### src/rtl/imm_encoder_if.sv
// Valid/ready bus for imm_encoder: the input beat (format, immediate, base word)
// travels upstream->encoder and the encoded word travels encoder->downstream.
interface imm_encoder_if #(
  parameter int DATA_WIDTH = 32,
  parameter int CNT_WIDTH  = 16
);
  logic                  valid_i;
  logic                  ready_o;
  logic [2:0]            ImmSrc_i;
  logic [DATA_WIDTH-1:0] Imm_i;
  logic [DATA_WIDTH-1:0] BaseInstr_i;
  logic                  valid_o;
  logic                  ready_i;
  logic [DATA_WIDTH-1:0] Instr_o;
  logic                  RangeErr_o;
  logic [CNT_WIDTH-1:0]  ErrCount_o;

  modport slave (
    input  valid_i, ImmSrc_i, Imm_i, BaseInstr_i, ready_i,
    output ready_o, valid_o, Instr_o, RangeErr_o, ErrCount_o
  );

  modport master (
    output valid_i, ImmSrc_i, Imm_i, BaseInstr_i, ready_i,
    input  ready_o, valid_o, Instr_o, RangeErr_o, ErrCount_o
  );
endinterface

### src/rtl/imm_encoder.sv
// Scatters a signed immediate into the I/S/B/U/J fields of a base instruction word;
// 2-stage valid/ready pipeline. Optional error counter: define IMM_ERR_COUNT_EN.
module imm_encoder #(
  parameter int DATA_WIDTH = 32,
  parameter int CNT_WIDTH  = 16
) (
  input logic         clk_i,
  input logic         rst_ni,
  imm_encoder_if.slave bus
);
  localparam logic [2:0] SRC_I = 3'b000;
  localparam logic [2:0] SRC_B = 3'b001;
  localparam logic [2:0] SRC_S = 3'b010;
  localparam logic [2:0] SRC_U = 3'b011;
  localparam logic [2:0] SRC_J = 3'b100;

  typedef struct packed {
    logic [2:0]            src;
    logic [DATA_WIDTH-1:0] imm;
    logic [DATA_WIDTH-1:0] base;
  } req_t;

  // vld_pipe[1]: stage-1 (request) valid, vld_pipe[2]: stage-2 (result) valid
  logic [2:1]            vld_pipe;
  req_t                  s1_q;
  logic [DATA_WIDTH-1:0] instr_q;
  logic                  err_q;
  logic                  s1_advance;
  logic                  in_xfer;
  logic [DATA_WIDTH-1:0] enc_instr;
  logic                  enc_err;

  assign s1_advance  = !vld_pipe[2] || bus.ready_i;
  assign bus.ready_o = !vld_pipe[1] || s1_advance;
  assign in_xfer     = bus.valid_i && bus.ready_o;

  always_comb begin
    enc_instr = s1_q.base;
    enc_err   = 1'b0;
    case (s1_q.src)
      SRC_I: begin
        enc_instr[31:20] = s1_q.imm[11:0];
        enc_err = !((&s1_q.imm[31:11]) || !(|s1_q.imm[31:11]));
      end
      SRC_S: begin
        enc_instr[31:25] = s1_q.imm[11:5];
        enc_instr[11:7]  = s1_q.imm[4:0];
        enc_err = !((&s1_q.imm[31:11]) || !(|s1_q.imm[31:11]));
      end
      SRC_B: begin
        enc_instr[31]    = s1_q.imm[12];
        enc_instr[7]     = s1_q.imm[11];
        enc_instr[30:25] = s1_q.imm[10:5];
        enc_instr[11:8]  = s1_q.imm[4:1];
        enc_err = !((&s1_q.imm[31:12]) || !(|s1_q.imm[31:12])) || s1_q.imm[0];
      end
      SRC_U: begin
        enc_instr[31:12] = s1_q.imm[31:12];
        enc_err = |s1_q.imm[11:0];
      end
      SRC_J: begin
        enc_instr[31]    = s1_q.imm[20];
        enc_instr[19:12] = s1_q.imm[19:12];
        enc_instr[20]    = s1_q.imm[11];
        enc_instr[30:21] = s1_q.imm[10:1];
        enc_err = !((&s1_q.imm[31:20]) || !(|s1_q.imm[31:20])) || s1_q.imm[0];
      end
      default: enc_err = 1'b1;
    endcase
  end

  always_ff @(posedge clk_i or negedge rst_ni) begin
    if (!rst_ni) begin
      vld_pipe <= '0;
      s1_q     <= '0;
      instr_q  <= '0;
      err_q    <= 1'b0;
    end else begin
      if (bus.ready_o) vld_pipe[1] <= bus.valid_i;
      if (in_xfer) s1_q <= '{src: bus.ImmSrc_i, imm: bus.Imm_i, base: bus.BaseInstr_i};
      if (s1_advance) vld_pipe[2] <= vld_pipe[1];
      // result registers only move when a real beat advances, so a stall holds them
      if (s1_advance && vld_pipe[1]) begin
        instr_q <= enc_instr;
        err_q   <= enc_err;
      end
    end
  end

  assign bus.valid_o    = vld_pipe[2];
  assign bus.Instr_o    = instr_q;
  assign bus.RangeErr_o = err_q;

`ifdef IMM_ERR_COUNT_EN
  logic [CNT_WIDTH-1:0] err_cnt_q;

  always_ff @(posedge clk_i or negedge rst_ni) begin
    if (!rst_ni) err_cnt_q <= '0;
    else if (vld_pipe[2] && bus.ready_i && err_q && !(&err_cnt_q))
      err_cnt_q <= err_cnt_q + {{(CNT_WIDTH-1){1'b0}}, 1'b1};
  end

  assign bus.ErrCount_o = err_cnt_q;
`else
  assign bus.ErrCount_o = '0;
`endif
endmodule

### src/flat_wrapper.sv
// flat-port wrapper written by rule: the top's interface ports become plain ports
module imm_encoder_flat 
#(
  parameter int DATA_WIDTH = 32,
  parameter int CNT_WIDTH  = 16
)
  (clk_i, rst_ni, bus_valid_i, bus_ImmSrc_i, bus_Imm_i, bus_BaseInstr_i, bus_ready_i, bus_ready_o, bus_valid_o, bus_Instr_o, bus_RangeErr_o, bus_ErrCount_o);
  imm_encoder_if #(.DATA_WIDTH(DATA_WIDTH), .CNT_WIDTH(CNT_WIDTH)) bus_i ();
  input logic clk_i;
  input logic rst_ni;
  input wire logic [$bits(bus_i.valid_i)-1:0] bus_valid_i;
  input wire logic [$bits(bus_i.ImmSrc_i)-1:0] bus_ImmSrc_i;
  input wire logic [$bits(bus_i.Imm_i)-1:0] bus_Imm_i;
  input wire logic [$bits(bus_i.BaseInstr_i)-1:0] bus_BaseInstr_i;
  input wire logic [$bits(bus_i.ready_i)-1:0] bus_ready_i;
  output wire logic [$bits(bus_i.ready_o)-1:0] bus_ready_o;
  output wire logic [$bits(bus_i.valid_o)-1:0] bus_valid_o;
  output wire logic [$bits(bus_i.Instr_o)-1:0] bus_Instr_o;
  output wire logic [$bits(bus_i.RangeErr_o)-1:0] bus_RangeErr_o;
  output wire logic [$bits(bus_i.ErrCount_o)-1:0] bus_ErrCount_o;
  assign bus_i.valid_i = bus_valid_i;
  assign bus_i.ImmSrc_i = bus_ImmSrc_i;
  assign bus_i.Imm_i = bus_Imm_i;
  assign bus_i.BaseInstr_i = bus_BaseInstr_i;
  assign bus_i.ready_i = bus_ready_i;
  assign bus_ready_o = bus_i.ready_o;
  assign bus_valid_o = bus_i.valid_o;
  assign bus_Instr_o = bus_i.Instr_o;
  assign bus_RangeErr_o = bus_i.RangeErr_o;
  assign bus_ErrCount_o = bus_i.ErrCount_o;
  imm_encoder #(.DATA_WIDTH(DATA_WIDTH), .CNT_WIDTH(CNT_WIDTH)) u_core (.clk_i(clk_i), .rst_ni(rst_ni), .bus(bus_i));
endmodule
### config.mk
export PLATFORM = sky130hd
export DESIGN_NAME = imm_encoder_flat
export DESIGN_NICKNAME = d
export VERILOG_FILES = /design/src/rtl/imm_encoder_if.sv /design/src/rtl/imm_encoder.sv /design/src/flat_wrapper.sv
export SDC_FILE = /design/constraint.sdc
export NUM_CORES = 1
export LEC_CHECK = 0
export BUFFER_PORTS_ARGS = -buffer_cell sky130_fd_sc_hd__buf_2
export CORE_ASPECT_RATIO = 2
export CORE_MARGIN = 3
export CORE_UTILIZATION = 29
export DETAILED_ROUTE_END_ITERATION = 10
export PLACE_DENSITY = 0.52
export REMOVE_ABC_BUFFERS = 1
export SETUP_SLACK_MARGIN = 0.4
export SKIP_LAST_GASP = 1
export SYNTH_ARGS = -nofsm -noshare
export SYNTH_HDL_FRONTEND = slang
export SYNTH_SLANG_ARGS = --single-unit
### constraint.sdc
create_clock -name clk_i -period 3.6 [get_ports clk_i]
set_clock_uncertainty 0.2 [all_clocks]
set_input_delay 0.36 -clock clk_i [delete_from_list [all_inputs] [get_ports clk_i]]
set_output_delay 0.36 -clock clk_i [all_outputs]
set_load 0.005 [all_outputs]
==> results.md, run 1 <==
* Final period utilization at about three quarters
* DRC at 0
* Top cells by count, synth: dfrtp_1, mux2_2, nand2_1
* Reg2reg setup slack at approximately 0.9 ns
* RSZ-0062 raised after global routing: no
* Placed instance count at 655
* Synth Register Bits at around 100
* Detailed-route vias per instance at 4.68
* Critical path class: register to register
* Die ar. at 17400 sq um
* First-pass GRT wire length at roughly 17 mm
* Lkg Pwr at 2.51 nW
* Yosys top cell by area: dfrtp_1
* Synth Cell Area at around 4600 sq um
* Total number of vias at about 3100
* Post-route insts no fill at 672
* Clock insertion delay at the later pin of the skew report at 0.34 ns
* Synth warnings at 0
* Max rail drop VDD at 192 uV
* Post-synthesis cell count at between 300 and 400
* Slew headroom at a little over a quarter
* Top-area cell type share of the netlist area at 55.9%
* Worst hold path class: input port to register
* Min cycle time layout at 2.70 ns
* Largest cells by area after synthesis: dfrtp_1, mux2_2, mux2i_1, buf_4, nand2_1
* Most frequent cell after synthesis: dfrtp_1
* Worst-path clk slew at 0.07 ns
* Max cap viols at 0
* P&R area growth vs syn at 20.6%
* Hold buffers post-CTS at 1
* Outcome: completed
* DIE WIDTH at 94.7 um
* CTS Buffer Depth at 2
* Distinct cells, synth at 39
* Gr ovfl total at 0
* Primary FF master, synth: dfrtp_1
* Port Buf Inserts at 105
* H-tree Lvls at 3
* Setup crit start kind: register
* Antenna violations before repair at 0
* Setup total negative slack at 0 ns
* GR Util met1 at ~15%
* CTS sink count at 102
* Worst Path Arrival at between 2 and 3 ns
* # Post-CTS Setup Buffers at 0
* Initial Util at 29.7%
* # rows at 64
* Util after Layout at 35.8%
* HPWL after DPL at between 8 and 9 mm
* ANT nets after route at 0
* Slew @ Worst Pin at 1.11 ns
* Boundary pin count at 122
* Vias in the first global route at 3227
* Max FO, Critical Path at 19
* Clock Tree Root: clkbuf_16
* GR Util met2 at 24.3%
* GR Util met3 at 2.66%
* Critical Path Sink Type: register
* Setup Viol. Count Final at 0
* Inserted Clock Buffers at 9
* Gr busiest metal: met2
* NumNets Final at 540
* Post-layout power at 3.13 mW
* Total GRT Usage at 13.4%
* CTS tree: yes
* Number of synthesized flops with an enable pin at 0
* FMAX at 0.371 GHz
* 1st-iter DRT viols at 129
* Final wirelength at 11.4 mm
* PwrDens at 568 nW/um^2
* Final Hold Viols at 0
* Ys async rst share at between 90% and 100%
* Post-CTS sizing at 0
* Seq/Total Area, Yosys at between 50% and 60%
* CORE AREA at 15400 sq um
* 1st-pass router iterations at 4
* Largest net degree at the start of global routing at 68
* WP data required at 3.59 ns
* Ant diodes at 0
* Wire length per cell at 17.0 um
* Die height at ~180 um
* Syn Area/Cell at roughly 12 sq um
* Max Slew Vio Count at 0
* Layout cells sized above 1 at 43.7%
* RePlAce Congestion at roughly 0.75
-- final cells by class --
type | count | area [sq um]
Clock buffer | 10 | 239
Clock inverter | 6 | 51.3
Fill cell | 1561 | 9870
Inverter | 2 | 7.51
Multi-Input combinational cell | 244 | 1830
Sequential cell | 102 | 2550
Tap cell | 198 | 248
Timing Repair Buffer | 110 | 581
-- critical path, cell delays in order, from the launching register on --
cell	delay, ns
dfrtp_1	0.64
nand2_2	0.18
or2_1	0.26
a21boi_1	0.92
mux2i_1	0.27
o21ai_1	0.08
-- power by group --
group          switching [mW]  leakage [nW]  internal [mW]
sequential              0.180          1.20           1.36
combinational           0.300          1.16          0.339
clock                   0.449         0.146          0.501
total                   0.929          2.51           2.20
-- per-stage QoR --
stage | setup slack [ns] | hold slack [ns] | instance area, sq um
5_1_grt | 0.648 | 0.0376 | 5510
3_3_place_gp | 0.997 | 0.229 | 5210
2_1_floorplan | 0.843 | -0.136 | 4380
6_report | 0.903 | 0.0432 | 5510
3_5_place_dp | 0.847 | 0.241 | 5210
4_1_cts | 0.823 | 0.0341 | 5510
-- cell usage in the layout (no fill, tap or decap), types with 3 or more instances in the layout --
cell type  netlist  final
conb_1           1     16
clkbuf_16        0      9
mux2i_1         17     17
mux2_2          78     78
nor4_1           6      6
nand3_1          5      5
nand2b_1         6      6
o22ai_1          7      7
nand4_1          6      6
nand3b_1         3      3
inv_6            0      3
o21ai_1          8      8
nor2_1          16     16
nand2_1         29     27
buf_4           19      4
o21ai_0         13     13
buf_2            9    104
a21oi_1          8      8
dfrtp_1        102    102
o31ai_1          6      6
-- logic make-up (layout without fill, tap and decap cells) --
kind of cell,after synthesis,in the layout,share of synthesized area (%)
buffers and inverters,39,128,5.51
AND/OR/NAND/NOR,80,80,8.47
other,1,16,0.0821
multiplexers,95,95,23.0
AO/OA/AOI/OAI,51,51,6.69
XOR/XNOR,2,2,0.384
flip-flops,102,102,55.9
-- per-layer routing --
| layer | part of all wire (%) | up-vias |
|---|---|---|
| met1 | 37 | 1558 |
| met2 | 55 | 82 |
| met3 | 4.5 | 16 |
| met5 | 0 | - |
| met4 | 2.9 | 0 |
| li1 | - | 1490 |
-- path summary, 6_finish.rpt --
| path | to | start | cells after the start |
|---|---|---|---|
| worst max-delay path | u_core.bus.Instr_o[13] | u_core.s1_q[64] | 5 |
| worst min-delay path | u_core.enc_instr[1] | bus_BaseInstr_i[1] | 2 |
| worst max register to register | u_core.bus.Instr_o[13] | u_core.s1_q[64] | 5 |
| worst min register to register | u_core.bus.Instr_o[21] | u_core.bus.Instr_o[21] | 2 |
| max in group asynchronous | u_core.s1_q[65] | rst_ni | 3 |
| min in group asynchronous | u_core.vld_pipe[1] | rst_ni | 2 |
-- flip-flops by register name (all words and copies together), names as in the netlist --
signal	flops
u_core.vld_pipe	2
u_core.bus.Instr_o	32
u_core.bus.RangeErr_o	1
u_core.enc_instr	7
u_core.s1_q	60
No activity file was read; power rests on OpenSTA's default activity.
==> run 2: changes to the inputs <==
- ABC_AREA: unset -> 1
- clock period: 3.6 -> 2.8 ns (I/O delays scaled with it)
==> run 2 against run 1 <==
- sequential cell count unchanged
- register-to-register slack better by 0.13 ns
- die area up 3.5%
- fmax up 52%
- clock power up 41%
- routed wire length up 16%
- synthesized cell count up 42%
- critical path type unchanged
- critical endpoint is now u_core.bus.Instr_o[31]
- largest power group unchanged
- highest routed layer unchanged
==> results.md, run 2 <==
* Number of synthesized flops with an enable pin at 0
* Synth Cell Area at 4730 sq um
* Setup crit start kind: register
* Boundary pin count at between 100 and 150
* Placed instance count at 817
* Max cap viols at 0
* Min cycle time layout at 1.77 ns
* Final period utilization at 63.2%
* Gr ovfl total at 0
* RSZ-0062 raised after global routing: no
* CP bufs+invs at 1
* Worst-path clk slew at about 0.070 ns
* Post-route cell area at 6260 sq um
* Post-route insts no fill at around 890
* Max reg flops at 60
* Layout cells sized above 1 at 24.6%
* First-pass GRT wire length at 21.0 mm
* Final Hold Viols at 0
* Post-layout power at 4.47 mW
* Syn Area/Cell at 9.02 sq um
* Yosys top cell by area: dfrtp_1
* Total GRT Usage at 15.4%
* Slew headroom at 61.1%
* Post-synthesis cell count at 525
* Wire length per cell at 15.0 um
* Fill cells at 1640
* Die height at about 190 um
* Max rail drop VDD at 316 uV
* Worst hold path class: input port to register
* Switching portion of total power at 30.9%
* CP max stage cell: dfrtp_1
* Final wirelength at 13.3 mm
* Critical Path Sink Type: register
* DRC at 0
* CTS tree: yes
* Ys async rst share at 100%
* ANT nets after route at 0
* Hold buffers post-CTS at between 50 and 60
* Synth Register Bits at 102
* Distinct cells, synth at 35
* Setup total negative slack at 0 ns
* Max incr delay on CP at 0.46 ns
* Detailed-route vias per instance at 4.54
* Sequential fraction of design power at about 46%
* Largest cells by area after synthesis: dfrtp_1, nand2_1, a21oi_1, nor2_1, mux2_2
* Most frequent cell after synthesis: dfrtp_1
* Hold path depth at 3
* Setup Viol. Count Final at 0
* Min-delay src: bus_Imm_i[6]
* Slack of the critical path at roughly 1 ns
* Most frequent cells in the layout: buf_2, dfrtp_1, nand2_1
* FMAX at 0.565 GHz
* Primary FF master, synth: dfrtp_1
* Worst r2r path cells at 6
* Lkg Pwr at between 3 and 4 nW
* Max FO, Critical Path at 10
* Switching power at 1.38 mW
* CTS Buffer Depth at 2
* Total number of vias at 4021
* Post-CTS sizing at 0
* 1st-pass router iterations at 4
* Reg-to-Reg End: u_core.bus.Instr_o[31]
* Worst path top cell family by delay: compound AO/OA/AOI/OAI gates
* Ant diodes at 0
* Top cells by count, synth: dfrtp_1, nand2_1, nor2_1
* WP data required at 2.83 ns
* CORE AREA at 15900 sq um
* Clock Power Share at a little under a third
* Synth warnings at 0
* Outcome: completed
* Most used cell, CP: o21ai_0
* Clock Tree Root: clkbuf_16
* Slew @ Worst Pin at 0.584 ns
* CTS sink count at around 100
* PwrDens at approximately 710 nW/um^2
* Internal at 3.09 mW
* R2r startpoint: u_core.s1_q[65]
* Biggest register: u_core.s1_q
* Antenna violations before repair at 0
* Port Buf Inserts at 105
* Critical Path, Cell by Cell: nor2_2, inv_4, nand2_2, o21ai_0, a211oi_1, o21ai_0
* Commonest non-fill, non-tap cell in the layout: buf_2
* Max Slew Vio Count at 0
* Combinational share of power at about a quarter
* H-tree Lvls at 3
* RePlAce Congestion at 0.867
* Inserted Clock Buffers at 9
* HPWL after DPL at between 10 and 15 mm
* Vias in the first global route at 4144
* Worst Hold Endpoint: u_core.s1_q[38]
* # rows at 65
* Seq/Total Area, Yosys at 53.9%
* Reg2reg setup slack at 1.03 ns
* Top-area cell type share of the netlist area at 53.9%
* # Post-CTS Setup Buffers at 0
* Largest net degree at the start of global routing at 57
* NumNets Final at approximately 750
* Clock insertion delay at the later pin of the skew report at 0.35 ns
* Post-DP Area at 5410 sq um
* Critical path class: register to register
* DIE WIDTH at 96.4 um
* P&R area growth vs syn at 32.2%
* Initial Util at approximately 30%
* Worst Path Arrival at between 1.5 and 2 ns
* 1st-iter DRT viols at 172
* Die ar. at 18000 sq um
* Post-placement setup slack at 0.967 ns
-- run 2: cell types whose count changed in the layout (fill, tap and decap cells not counted), moves of 21 or more --
cell and change:
a21oi_1 +55, dlygate4sd3_1 +52, inv_1 +45, mux2_2 -54
nand2_1 +66, nor2_1 +64, o21ai_0 +21
-- run 2: how the worst max path moves through the flow --
stage / slack (ns) / depth (start not counted) / end / startpoint
2_1_floorplan: -0.34 / 3 / u_core.s1_q[10] / u_core.vld_pipe[2]
3_3_place_gp: 1.03 / 6 / u_core.s1_q[10] / bus_ready_i
3_5_place_dp: 0.97 / 6 / u_core.s1_q[10] / bus_ready_i
4_1_cts: 1.03 / 4 / u_core.s1_q[10] / u_core.vld_pipe[2]
5_1_grt: 0.89 / 6 / u_core.bus.Instr_o[31] / u_core.s1_q[65]
6_report: 1.03 / 6 / u_core.bus.Instr_o[31] / u_core.s1_q[65]
-- run 2: worst reg2reg max path, stage by stage (launching register included) --
cell,delay [ns]
dfrtp_1,0.46
nor2_2,0.23
inv_4,0.08
nand2_2,0.17
o21ai_0,0.13
a211oi_1,0.26
o21ai_0,0.12
-- run 2: stage by stage --
stage	util [%]	hold WS (ns)
finish	39.5	0.00488
global route	39.5	0.0142
CTS	39.5	0.000428
detailed placement	34.1	-0.0783
global placement	34.1	-0.0770
floorplan	-	-0.216
-- run 2: cells by family (layout without fill, tap and decap cells) --
| group | after synthesis | after routing | synth area share, % |
|---|---|---|---|
| other | 1 | 16 | 0.0792 |
| AND/OR/NAND/NOR | 195 | 195 | 17.4 |
| buffers and inverters | 87 | 231 | 9.70 |
| multiplexers | 24 | 24 | 5.71 |
| AO/OA/AOI/OAI | 116 | 116 | 13.2 |
| flip-flops | 102 | 102 | 53.9 |
-- run 2: power by group through the flow --
stage,clock [mW],combinational (mW),sequential [mW]
after floorplan,0,0.577,2.02
after global placement,0,1.03,2.08
after detailed placement,0,1.04,2.08
after CTS,1.38,1.10,2.06
after global routing,1.43,1.22,2.09
final,1.34,1.08,2.05
-- run 2: metal layers --
metal / share of wire, % / routed length (um) / GRT usage, % / up-vias
met5: 0 / 0 / 0 / -
met3: 3.3 / 435 / 1.57 / 21
met4: 3.3 / 442 / 7.57 / 0
li1: - / - / - / 1968
met1: 35 / 4670 / 16.0 / 1933
met2: 58 / 7740 / 29.1 / 99
-- run 2: area by class of cell --
type / count / area (sq um) / area share (%)
tap: 201 / 251 / 4.02
timing repair buffer: 164 / 1140 / 18.2
clock inverter: 3 / 68.8 / 1.10
clock buffer: 12 / 246 / 3.94
multi-input combinational: 351 / 1790 / 28.6
inverter: 52 / 210 / 3.36
sequential: 102 / 2550 / 40.8
==> run 3: changes to the inputs <==
- ABC_AREA: 1 -> 0
- clock period: 2.8 -> 1.64 ns (I/O delays scaled with it)
==> run 3 against run 2 <==
- the flow now finishes with violations (setup timing)
- clock power grew 59%
- fmax grew 2.1%
- die area shrank 3.4%
- non-clock buffer count grew 112
- sequential share of layout area shrank 8.2 points
- via count shrank 2.8%
- routed wire length grew 17%
- critical endpoint is now u_core.bus.RangeErr_o
- largest cell class unchanged
- largest power group unchanged
- highest routed layer unchanged
==> results.md, run 3 (synthesis results as in run 1) <==
* H-tree Lvls at 3
* RSZ-0062 raised after global routing: yes
* Seq. cell area at 2550 sq um
* Clock insertion delay at the later pin of the skew report at 0.35 ns
* CORE AREA at 15400 sq um
* CTS tree: yes
* Fill cells at 1350
* Gr ovfl total at 0
* Max incr delay on CP at 0.55 ns
* Outcome: finished, violations left
* P&R area growth vs syn at 71.9%
* Final Hold Viols at 0
* Biggest register: u_core.s1_q
* Lkg Pwr at between 3 and 4 nW
* Inserted Clock Buffers at 9
* Worst-path clk slew at around 0.07 ns
* Total GRT Usage at 16.8%
* NumNets Final at between 700 and 800
* 1st-iter DRT viols at 194
* CP bufs+invs at 0
* Port Buf Inserts at 105
* Largest net degree at the start of global routing at 43
* Ant diodes at 0
* Post-placement setup slack at -0.141 ns
* Max Slew Vio Count at 0
* Worst Path Arrival at 1.76 ns
* RePlAce Congestion at 0.782
* Commonest non-fill, non-tap cell in the layout: buf_2
* Max cap viols at 0
* FMAX at 0.577 GHz
* Final period utilization at 106%
* Critical Path, Cell by Cell: or4_4, nor2_4, a22oi_1, o211ai_1, nand3_1
* Setup Viol. Count Final at 15
* Multi-input gate area at 2340 sq um
* PwrDens at about 1100 nW/um^2
* Total number of vias at 3909
* First-pass GRT wire length at 21.8 mm
* Setup crit start kind: register
* Layout cells sized above 1 at 53.4%
* Detailed-route vias per instance at 4.67
* 1st-pass router iterations at 4
* Worst hold path class: input port to register
* Hold slack at about 0.08 ns
* Boundary pin count at 122
* Initial Util at a little under 30%
* Final wirelength at 15.6 mm
* HPWL after DPL at 9.17 mm
* Wire length per cell at 18.6 um
* Max FO, Critical Path at 2
* ANT nets after route at 0
* Antenna violations before repair at 0
* Die ar. at 17400 sq um
* Clock Tree Root: clkbuf_16
* CTS Buffer Depth at 2
* WP data required at around 1.7 ns
* Slack of the critical path at -0.0939 ns
* Vias in the first global route at 4023
* Critical path class: register to register
* Most frequent cells in the layout: buf_2, dfrtp_1, mux2_4
* # rows at 64
* Max reg flops at 60
* Worst path top cell family by delay: simple AND/OR/NAND/NOR gates
* Failing checks: setup timing
* Max rail drop VDD at 689 uV
* Die height at 183 um
* CTS sink count at 102
* Min cycle time layout at 1.73 ns
* Critical Path Sink Type: register
* CP max stage cell: or4_4
* Reg2reg setup slack at -0.09 ns
* DRC at 0
* DIE WIDTH at 94.7 um
==> run 3: final timing paths <==
kind | start | endpoint | cells past startpoint
max in group asynchronous | rst_ni | u_core.s1_q[37] | 3
min | bus_ready_i | u_core.vld_pipe[2] | 4
min reg2reg | u_core.bus.Instr_o[21] | u_core.bus.Instr_o[21] | 2
max reg2reg | u_core.s1_q[44] | u_core.bus.RangeErr_o | 5
min in group asynchronous | rst_ni | u_core.vld_pipe[2] | 2
max | u_core.s1_q[44] | u_core.bus.RangeErr_o | 5
==> run 3: repair_timing <==
| action | 4_1_cts | 5_1_grt |
|---|---|---|
| pin swaps | 3 | 23 |
| setup buffers | 9 | 27 |
| hold buffers | 69 | 0 |
| gates resized for setup | 40 | 123 |
| endpoints found under the hold margin | 170 | 0 |
| setup endpoints to repair | 114 | 133 |
| gates cloned | 8 | 5 |
==> run 3: worst min-delay path, cell delays in order <==
cell and delay [ns]:
buf_2 0.09, nand2b_4 0.15, buf_4 0.12, nand2b_1 0.06
==> run 3: metrics by stage <==
| step | TNS [ns] | power (mW) | utilization [%] | cells | instance area [sq um] |
|---|---|---|---|---|---|
| after floorplan | -85.22 | 4.16 | - | 348 | 4380 |
| after global placement | -0.175 | 5.09 | 36.6 | 704 | 5620 |
| after detailed placement | -0.288 | 5.14 | 36.6 | 704 | 5620 |
| after CTS | -1.05 | 7.72 | 46.0 | 805 | 7070 |
| after global routing | -2.14 | 8.68 | 51.0 | 837 | 7850 |
| final | -0.393 | 8.30 | 51.0 | 837 | 7850 |
==> run 3: metal layers <==
metal / vias up / GRT usage, % / wire [um] / part of all wire (%)
met3: 28 / 2.09 / 443 / 2.8
met2: 105 / 31.9 / 8890 / 57
met4: 0 / 8.10 / 655 / 4.2
li1: 1822 / - / - / -
met5: - / 0 / 0 / 0
met1: 1954 / 17.7 / 5590 / 36
==> run 3: report_power, final <==
| part | leakage, nW | internal, mW | switching (mW) |
|---|---|---|---|
| combinational | 2.48 | 1.71 | 1.11 |
| sequential | 1.20 | 2.99 | 0.353 |
| clock | 0.139 | 1.18 | 0.945 |
==> run 3: area by class of cell <==
cell class | instances | area share (%)
timing repair buffer | 276 | 30.7
multi-input combinational | 244 | 29.8
inverter | 2 | 0.0957
clock buffer | 10 | 2.92
clock inverter | 5 | 0.765
sequential | 102 | 32.5
tap | 198 | 3.16
